$ cat config.mk
export PLATFORM = sky130hd
export DESIGN_NAME = main_controller
export DESIGN_NICKNAME = d
export VERILOG_FILES = /design/src/rtl/main_controller.sv
export SDC_FILE = /design/constraint.sdc
export NUM_CORES = 1
export LEC_CHECK = 0
export BUFFER_PORTS_ARGS = -buffer_cell sky130_fd_sc_hd__buf_2
export CORE_UTILIZATION = 40
export CTS_CLUSTER_SIZE = 20
export DETAILED_ROUTE_END_ITERATION = 7
export PLACE_DENSITY = 0.81
export SKIP_CTS_REPAIR_TIMING = 1
export SYNTH_ARGS = -nofsm -noshare
export SYNTH_HDL_FRONTEND = slang
export SYNTH_SLANG_ARGS = --single-unit
$ cat constraint.sdc
create_clock -name clk -period 3.4 [get_ports clk]
set_input_delay 0.34 -clock clk [delete_from_list [all_inputs] [get_ports clk]]
set_output_delay 0.34 -clock clk [all_outputs]
set_load 0.005 [all_outputs]
$ cat src/rtl/main_controller.sv
// Multicycle RISC-V main control FSM: sequences fetch/decode/execute/writeback
// and drives datapath selects and write enables as a Moore machine.
module main_controller (
    input  logic       clk,
    input  logic       reset,
    input  logic [6:0] op,
    input  logic       Zero,
    output logic       PCWrite,
    output logic       IRWrite,
    output logic       MemWrite,
    output logic       RegWrite,
    output logic       AdrSrc,
    output logic [1:0] ALUSrcA,
    output logic [1:0] ALUSrcB,
    output logic [1:0] ResultSrc,
    output logic [1:0] ALUOp,
    output logic [1:0] ImmSrc,
    output logic [3:0] State,
    output logic       InstrDone
);
    localparam logic [3:0] FETCH     = 4'd0;
    localparam logic [3:0] DECODE    = 4'd1;
    localparam logic [3:0] MEMADR    = 4'd2;
    localparam logic [3:0] MEMREAD   = 4'd3;
    localparam logic [3:0] MEMWB     = 4'd4;
    localparam logic [3:0] MEMWRITE  = 4'd5;
    localparam logic [3:0] EXECUTER  = 4'd6;
    localparam logic [3:0] ALUWB     = 4'd7;
    localparam logic [3:0] EXECUTEI  = 4'd8;
    localparam logic [3:0] JAL       = 4'd9;
    localparam logic [3:0] BEQ       = 4'd10;

    localparam logic [6:0] OP_LW  = 7'b0000011;
    localparam logic [6:0] OP_SW  = 7'b0100011;
    localparam logic [6:0] OP_R   = 7'b0110011;
    localparam logic [6:0] OP_I   = 7'b0010011;
    localparam logic [6:0] OP_JAL = 7'b1101111;
    localparam logic [6:0] OP_BEQ = 7'b1100011;

    logic [3:0] state, next_state;
    logic       run;
    logic       pc_update, branch, ir_w, mem_w, reg_w, done;
    logic [1:0] imm_dec;

    // run stays low through reset and the first edge after it, so Fetch is
    // held one full cycle before sequencing starts and no write leaks early.
    always_ff @(posedge clk or posedge reset) begin
        if (reset) begin
            state <= FETCH;
            run   <= 1'b0;
        end else begin
            run   <= 1'b1;
            state <= run ? next_state : FETCH;
        end
    end

    always_comb begin
        next_state = FETCH;
        case (state)
            FETCH:    next_state = DECODE;
            DECODE: begin
                case (op)
                    OP_LW, OP_SW: next_state = MEMADR;
                    OP_R:         next_state = EXECUTER;
                    OP_I:         next_state = EXECUTEI;
                    OP_JAL:       next_state = JAL;
                    OP_BEQ:       next_state = BEQ;
                    default:      next_state = FETCH;
                endcase
            end
            MEMADR:   next_state = (op == OP_LW) ? MEMREAD : MEMWRITE;
            MEMREAD:  next_state = MEMWB;
            EXECUTER, EXECUTEI, JAL: next_state = ALUWB;
            default:  next_state = FETCH;
        endcase
    end

    always_comb begin
        case (op)
            OP_SW:   imm_dec = 2'b01;
            OP_BEQ:  imm_dec = 2'b10;
            OP_JAL:  imm_dec = 2'b11;
            default: imm_dec = 2'b00;
        endcase
    end

    always_comb begin
        pc_update = 1'b0;
        branch    = 1'b0;
        ir_w      = 1'b0;
        mem_w     = 1'b0;
        reg_w     = 1'b0;
        done      = 1'b0;
        AdrSrc    = 1'b0;
        ALUSrcA   = 2'b00;
        ALUSrcB   = 2'b00;
        ResultSrc = 2'b00;
        ALUOp     = 2'b00;
        ImmSrc    = imm_dec;
        case (state)
            FETCH: begin
                ir_w = 1'b1; ALUSrcB = 2'b10; ResultSrc = 2'b10; pc_update = 1'b1;
            end
            DECODE: begin
                ALUSrcA = 2'b01; ALUSrcB = 2'b01;
                done = !(op inside {OP_LW, OP_SW, OP_R, OP_I, OP_JAL, OP_BEQ});
            end
            MEMADR:   begin ALUSrcA = 2'b10; ALUSrcB = 2'b01; end
            MEMREAD:  AdrSrc = 1'b1;
            MEMWB:    begin ResultSrc = 2'b01; reg_w = 1'b1; done = 1'b1; end
            MEMWRITE: begin AdrSrc = 1'b1; mem_w = 1'b1; done = 1'b1; end
            EXECUTER: begin ALUSrcA = 2'b10; ALUOp = 2'b10; end
            EXECUTEI: begin ALUSrcA = 2'b10; ALUSrcB = 2'b01; ALUOp = 2'b10; end
            ALUWB:    begin reg_w = 1'b1; done = 1'b1; end
            JAL:      begin ALUSrcA = 2'b01; ALUSrcB = 2'b10; pc_update = 1'b1; end
            BEQ: begin
                ALUSrcA = 2'b10; ALUOp = 2'b01; branch = 1'b1; done = 1'b1;
            end
            default:  ImmSrc = 2'b00;
        endcase
    end

    assign PCWrite   = run & (pc_update | (branch & Zero));
    assign IRWrite   = run & ir_w;
    assign MemWrite  = run & mem_w;
    assign RegWrite  = run & reg_w;
    assign InstrDone = run & done;
    assign State     = state;
endmodule
==> impl_metrics.csv, run 1 <==
group,metric,value,unit
run_status,status,"complete, no violations",
critical_path,reg2reg_launch_point,"State[3]$_DFF_PP0_",
place,post_dp_cell_area,707,µm²
clock_tree,cts_buffers,3,
critical_path,crit_cells,5,
timing,worst_slew_margin_rel,64.4,%
timing,timing.final.setup_violations,0,
floorplan,die_x,39.6,µm
routing,drt.antenna.violating_nets,0,
critical_path,worstPathCellList,"nand2b_1 -> nor3b_2 -> a21oi_1 -> a21oi_1 -> buf_2",
layout,layoutNonFillerInstCount,124,
synth,yosysWarningCount,0,
synth,synth_edf_count,0,
place,port-buffer-count,29,
timing,worstMarginPinSlew,0.534,ns
critical_path,timing.rr.end,"State[2]$_DFF_PP0_",
place,gp_congestion,0.859,
synth,syn-cell-area,566,µm²
layout,layout_common_cells,"29 x sky130_fd_sc_hd__buf_2, 10 x sky130_fd_sc_hd__nor2_1, 9 x sky130_fd_sc_hd__a21oi_1",
critical_path,crit_path_max_fanout,17,
clock_tree,worst_skew_pair.late_latency,0.25,ns
clock_tree,h-tree-depth,1,
timing,timing_max_transition_violations_final,0,
floorplan,io_pins,30,
critical_path,regToRegSetupSlack,1.91,ns
critical_path,setup.worst_path.class,"flop to output port",
global_route,grt_max_degree,18,
critical_path,cp-end-kind,"output port",
timing,hold_viol,0,
floorplan,die_area,1570,µm²
critical_path,timing.critical_path.arrival,1.75,ns
place,dpl.cell_count,119,
clock_tree,max-clock-path-buffers,2,
floorplan,core_area,1300,µm²
timing,finalCritPeriodShare,61.4,%
synth,synth_fp_nets,89,
synth,postSynth.asyncResetShare,100,%
clock_tree,cts.sinks,5,
floorplan,die-height,39.6,µm
synth,seq_area_frac_synth,22.1,%
routing,drt_first_iter_violations,16,
power,static-leakage-power,0.359,nW
timing,fmax,479,MHz
global_route,grt_first_pass_wirelength,2210,µm
critical_path,slowest_delay,0.68,ns
clock_tree,tritoncts_clock_tree,"built",
synth,synth_flop_cell,"sky130_fd_sc_hd__dfrtp_1",
critical_path,critical_path.slowest_cell,"sky130_fd_sc_hd__dfrtp_1",
routing,drtPass1Iterations,4,
synth,postSynthCellCount,79,
layout,area_growth_syn_to_layout,31.6,%
power,ir_worst_vdd,143,µV
power,pd_cells,247,nW/µm²
critical_path,reg2reg_depth,4,
timing,grt_setup_unrepaired,"false",
worst_hold_path,hold_path_class,"primary input to flop",
critical_path,endpoint,"InstrDone",
layout,final_core_util,57.2,%
critical_path,cp_top_family,"flip-flops",
routing,route.detailed.drc,0,
layout,fin_nets,120,
critical_path,most_frequent_cell_on_the_critical_path,"sky130_fd_sc_hd__a21oi_1",
layout,commonest_non_fill_non_tap_cell_in_the_layout,"sky130_fd_sc_hd__buf_2",
global_route,grt_remaining_overflow,0,
layout,drive_gt1_share,35.8,%
clock_tree,cts.reportedPaths.clkPinSlew,0.06,ns
critical_path,cp_data_required_time,3.06,ns
timing,setup_total_negative_slack,0,ns
worst_hold_path,min_path_cells,3,
routing,wl_per_cell,11.9,µm
synth,ys_seq_elements,5,
floorplan,floorplan.initialDensity,43.5,%
layout,diodes,0,
critical_path,worst-path-buf-inv,1,
clock_tree,clock_tree.root_cell,"sky130_fd_sc_hd__clkbuf_4",
routing,routed_wire_length,1480,µm
routing,routed_via_count,676,
critical_path,worstSetupStartpointType,"flop",
timing,shortest_period_the_worst_path_allows,2.09,ns
synth,average_size_of_a_mapped_cell,7.16,µm²
critical_path,first_element_of_the_critical_path,"State[1]$_DFF_PP0_",
place,place_hpwl,1120,µm
global_route,initial_antenna_violation_count,0,
job,max_cap_violations,0,
floorplan,number_of_standard_cell_rows_in_the_floorplan,13,
synth,ys_types,34,
timing,worst_clock_skew,0.0111,ns
global_route,grt_pass1_vias,540,
layout,layout.cell_area.non_filler,744,µm²
routing,routed_via_density,5.45,
global_route,global_route.usage.total,21.8,%
cell families after synthesis:
| family | count (synthesis) | share of synthesized area, % |
|---|---|---|
| multiplexers | 1 | 1.77 |
| other | 1 | 0.663 |
| AND/OR/NAND/NOR | 44 | 44.0 |
| buffers and inverters | 7 | 5.97 |
| AO/OA/AOI/OAI | 17 | 19.2 |
| XOR/XNOR | 4 | 6.20 |
| flip-flops | 5 | 22.1 |
how the worst min path moves through the flow:
stage,from,to
floorplan,reset,State[0]$_DFF_PP0_
global placement,reset,State[2]$_DFF_PP0_
detailed placement,reset,State[1]$_DFF_PP0_
CTS,reset,State[1]$_DFF_PP0_
global route,op[4],State[3]$_DFF_PP0_
finish,op[4],State[3]$_DFF_PP0_
Yosys cell counts, types with 2 or more instances:
| cell | count | area [µm²] |
|---|---|---|
| sky130_fd_sc_hd__and2_1 | 2 | 12.5 |
| sky130_fd_sc_hd__nand2b_1 | 3 | 18.8 |
| sky130_fd_sc_hd__nor2_1 | 10 | 37.5 |
| sky130_fd_sc_hd__dfrtp_1 | 5 | 125 |
| sky130_fd_sc_hd__a21oi_1 | 9 | 45.0 |
| sky130_fd_sc_hd__nor2b_1 | 3 | 18.8 |
| sky130_fd_sc_hd__nand3b_1 | 3 | 22.5 |
| sky130_fd_sc_hd__inv_1 | 2 | 7.51 |
| sky130_fd_sc_hd__buf_2 | 3 | 15.0 |
| sky130_fd_sc_hd__xor2_1 | 3 | 26.3 |
| sky130_fd_sc_hd__nand4_1 | 2 | 12.5 |
| sky130_fd_sc_hd__nor3_1 | 5 | 25.0 |
| sky130_fd_sc_hd__nand2_1 | 8 | 30.0 |
stage by stage:
stage | hold WS (ns) | setup WS [ns] | power [mW]
after floorplan | 0.119 | 1.92 | 0.0908
after global placement | 0.237 | 1.62 | 0.110
after detailed placement | 0.252 | 1.59 | 0.111
after CTS | -0.0127 | 1.31 | 0.182
after global routing | 0.434 | 1.16 | 0.192
final | 0.422 | 1.31 | 0.184
state kept, by name, indices dropped and copies added, names as in the netlist:
name and flops:
State 4, run 1
layer usage:
layer / vias up / global-route usage [%] / routed length [µm]
li1: 336 / - / -
met2: 34 / 34.0 / 696
met1: 299 / 25.4 / 628
met3: 7 / 1.70 / 89
met4: 0 / 21.6 / 63
met5: - / 0 / 0
power by group:
| part | switching, mW | total [mW] | internal (mW) |
|---|---|---|---|
| combinational | 0.0223 | 0.0436 | 0.0212 |
| clock | 0.0298 | 0.0727 | 0.0429 |
| sequential | 0.00615 | 0.0675 | 0.0613 |
| total | 0.0583 | 0.184 | 0.125 |
final cells by class:
class                           instances  area (µm²)
Clock inverter                          1        5.00
Clock buffer                            3        22.5
Sequential cell                         5         125
Fill cell                             131         557
Tap cell                               15        18.8
Multi-Input combinational cell         67         407
Timing Repair Buffer                   30         155
Inverter                                3        11.3
tightest hold or removal path, cell delays in order:
cell and delay [ns]:
sky130_fd_sc_hd__buf_2 0.14, sky130_fd_sc_hd__nand3b_1 0.08, sky130_fd_sc_hd__a21oi_1 0.07
No activity file was read; power rests on OpenSTA's default activity.
==> inputs of run 2 (changes only) <==
ABC_AREA = 1   (was default)
CORE_UTILIZATION = 38   (was 40)
PLACE_DENSITY = 0.82   (was 0.81)
clock period = 1.85 ns   (was 3.4 ns; I/O delays follow)
==> impl_metrics.csv, run 2 <==
group,metric,value,unit
synth,synthXorXnorAreaFrac,0,%
worst_hold_path,hold_path_class,"primary input to flop",
synth,synthMuxAreaShare,0,%
synth,synth_fp_nets,115,
global_route,grt_pass1_vias,531,
routing,routed_via_count,708,
timing,timing.final.setup_violations,0,
worst_hold_path,min_path_cells,6,
place,port-buffer-count,29,
worst_hold_path,whs_endpoint,"State[1]$_DFF_PP0_",
floorplan,io_pins,30,
job,max_cap_violations,0,
synth,syn-cell-area,553,µm²
place,gp_congestion,0.849,
synth,dominant_combinational_cell_family_by_area_after_synthesis,"simple AND/OR/NAND/NOR gates",
place,post_dp_cell_area,717,µm²
power,ir_worst_vdd,263,µV
timing,timing_max_transition_violations_final,0,
clock_tree,cts.sinks,5,
critical_path,crit_path_max_fanout,7,
layout,largest_reg_flops,4,
power,power.total,0.323,mW
routing,route.detailed.drc,0,
critical_path,reg2reg_depth,7,
layout,seq_area,125,µm²
critical_path,timing.rr.end,"State[1]$_DFF_PP0_",
power,p_switching,0.0956,mW
layout,layout_common_cells,"29 x sky130_fd_sc_hd__nand2_1, 29 x sky130_fd_sc_hd__buf_2, 25 x sky130_fd_sc_hd__nor2_1",
routing,wl_per_cell,8.36,µm
clock_tree,cts_buffers,3,
global_route,grt_max_degree,8,
floorplan,number_of_standard_cell_rows_in_the_floorplan,13,
synth,average_size_of_a_mapped_cell,5.27,µm²
synth,synth_adder_area_share,0,%
synth,synth_edf_count,0,
power,sequential_cell_fraction_of_total_power,36.2,%
synth,yosysWarningCount,0,
layout,final_core_util,56.5,%
synth,seq_area_frac_synth,22.6,%
power,power_frac_comb,24.4,%
synth,area_fraction_in_compound_gates_after_synthesis,8.60,%
synth,postSynthCellCount,105,
routing,drt.antenna.violating_nets,0,
clock_tree,worst_skew_pair.late_latency,0.24,ns
layout,fin_nets,150,
power,static-leakage-power,0.487,nW
critical_path,setup.worst_path.class,"flop to output port",
synth,post-synth-top-count-cell,"sky130_fd_sc_hd__nand2_1",
clock_tree,h-tree-depth,1,
global_route,global_route.usage.total,17.5,%
global_route,initial_antenna_violation_count,0,
timing,setup_total_negative_slack,0,ns
place,place_hpwl,1080,µm
layout,drive_gt1_share,28.1,%
routing,drt_first_iter_violations,22,
routing,routed_wire_length,1290,µm
synth,synth_flop_cell,"sky130_fd_sc_hd__dfrtp_1",
critical_path,cp-end-kind,"output port",
clock_tree,cts.reportedPaths.clkPinSlew,0.05,ns
critical_path,worstSetupStartpointType,"flop",
layout,diodes,0,
synth,ys_seq_elements,5,
routing,drtPass1Iterations,4,
synth,ys_types,16,
layout,multi_input_comb_area,353,µm²
routing,routed_via_density,4.60,
critical_path,regToRegSetupSlack,0.64,ns
timing,shortest_period_the_worst_path_allows,1.59,ns
synth,synth_top_area_share,22.6,%
timing,finalCritPeriodShare,86.1,%
floorplan,die_area,1610,µm²
run_status,status,"complete, no violations",
synth,synth_largest_area_cell,"sky130_fd_sc_hd__dfrtp_1",
synth,commonest_cells_in_the_synthesized_netlist,"29 x sky130_fd_sc_hd__nand2_1, 25 x sky130_fd_sc_hd__nor2_1, 18 x sky130_fd_sc_hd__inv_1",
timing,fmax,628,MHz
floorplan,core_area,1330,µm²
critical_path,cp_data_required_time,1.66,ns
floorplan,floorplan.initialDensity,41.5,%
power,clock_power_share,39.4,%
power,pd_cells,429,nW/µm²
power,power.internal,0.228,mW
critical_path,timing.critical_path.arrival,1.41,ns
global_route,grt_remaining_overflow,0,
floorplan,die-height,40.2,µm
timing,hold_viol,0,
worst_hold_path,worst_hold_startpoint,"op[6]",
layout,area_growth_syn_to_layout,36.2,%
clock_tree,clock_tree.root_cell,"sky130_fd_sc_hd__clkbuf_4",
global_route,grt_first_pass_wirelength,1890,µm
power,power.switching_fraction,29.6,%
clock_tree,tritoncts_clock_tree,"built",
clock_tree,max-clock-path-buffers,2,
timing,grt_setup_unrepaired,"false",
critical_path,reg2reg_launch_point,"State[0]$_DFF_PP0_",
timing,worst_clock_skew,0.00537,ns
layout,layout.cell_area.non_filler,753,µm²
synth,postSynth.asyncResetShare,100,%
synth,leading_cell_types_by_total_area_after_synthesis,"sky130_fd_sc_hd__dfrtp_1 23%, sky130_fd_sc_hd__nand2_1 20%, sky130_fd_sc_hd__nor2_1 17%",
floorplan,die_x,40.2,µm
layout,layout.filler_cells,139,
synth,synthSimpleGateAreaFrac,54.5,%
[run 2: cell count changes in the layout (fill, tap and decap cells not counted), moves of 4 or more]
| cell | delta |
|---|---|
| sky130_fd_sc_hd__a21oi_1 | -4 |
| sky130_fd_sc_hd__inv_1 | +16 |
| sky130_fd_sc_hd__nand2_1 | +21 |
| sky130_fd_sc_hd__nand3_1 | +6 |
| sky130_fd_sc_hd__nor2_1 | +15 |
[run 2: worst max-delay path by stage]
stage                            start  slack [ns]        end
floorplan           State[2]$_DFF_PP0_        0.63    PCWrite
global placement    State[0]$_DFF_PP0_        0.54  InstrDone
detailed placement  State[2]$_DFF_PP0_        0.52  InstrDone
CTS                 State[0]$_DFF_PP0_        0.25  InstrDone
global route        State[0]$_DFF_PP0_        0.12    PCWrite
finish              State[0]$_DFF_PP0_        0.26  InstrDone
[run 2: cell families (layout without fill, tap and decap cells)]
family	Yosys count	in the layout
other	1	1
and+or+nand+nor	70	70
DFF	5	5
buffers and inverters	20	54
AOI/OAI and AO/OA	9	9
[run 2: power groups by stage]
stage          clock network (mW)  registers (mW)  logic [mW]
3_3_place_gp                    0           0.119      0.0758
4_1_cts                     0.134           0.117      0.0773
6_report                    0.127           0.117      0.0789
3_5_place_dp                    0           0.119      0.0770
2_1_floorplan                   0           0.118      0.0445
5_1_grt                     0.143           0.118      0.0920
[run 2: through the flow]
| stage | std cells | setup WS (ns) | hold WS [ns] |
|---|---|---|---|
| 3_5_place_dp | 149 | 0.519 | 0.0849 |
| 6_report | 154 | 0.257 | 0.357 |
| 5_1_grt | 154 | 0.122 | 0.409 |
| 2_1_floorplan | 105 | 0.631 | -0.0365 |
| 3_3_place_gp | 149 | 0.542 | 0.0792 |
| 4_1_cts | 153 | 0.251 | -0.180 |
[run 2: metal layers]
| layer | share of wire, % | wire length [µm] | up-vias | track usage [%] |
|---|---|---|---|---|
| met5 | 0 | 0 | - | 0 |
| met4 | 0 | 0 | 0 | 5.17 |
| met3 | 7.6 | 98 | 0 | 5.00 |
| met2 | 48 | 617 | 25 | 32.7 |
| met1 | 44 | 571 | 296 | 18.6 |
| li1 | - | - | 387 | - |
[run 2: area by class of cell]
type | instances | area share [%]
clock buffer | 4 | 3.49
sequential | 5 | 16.6
multi-input combinational | 80 | 46.8
tap | 15 | 2.49
inverter | 20 | 9.97
timing repair buffer | 30 | 20.6
[run 2: critical path, cell delays in order, from the launching register on]
cell and delay, ns:
sky130_fd_sc_hd__dfrtp_1 0.44, sky130_fd_sc_hd__inv_1 0.10, sky130_fd_sc_hd__nand2_1 0.11, sky130_fd_sc_hd__nor2_1 0.19
sky130_fd_sc_hd__a21oi_1 0.06, sky130_fd_sc_hd__a21oi_1 0.14, sky130_fd_sc_hd__buf_2 0.13
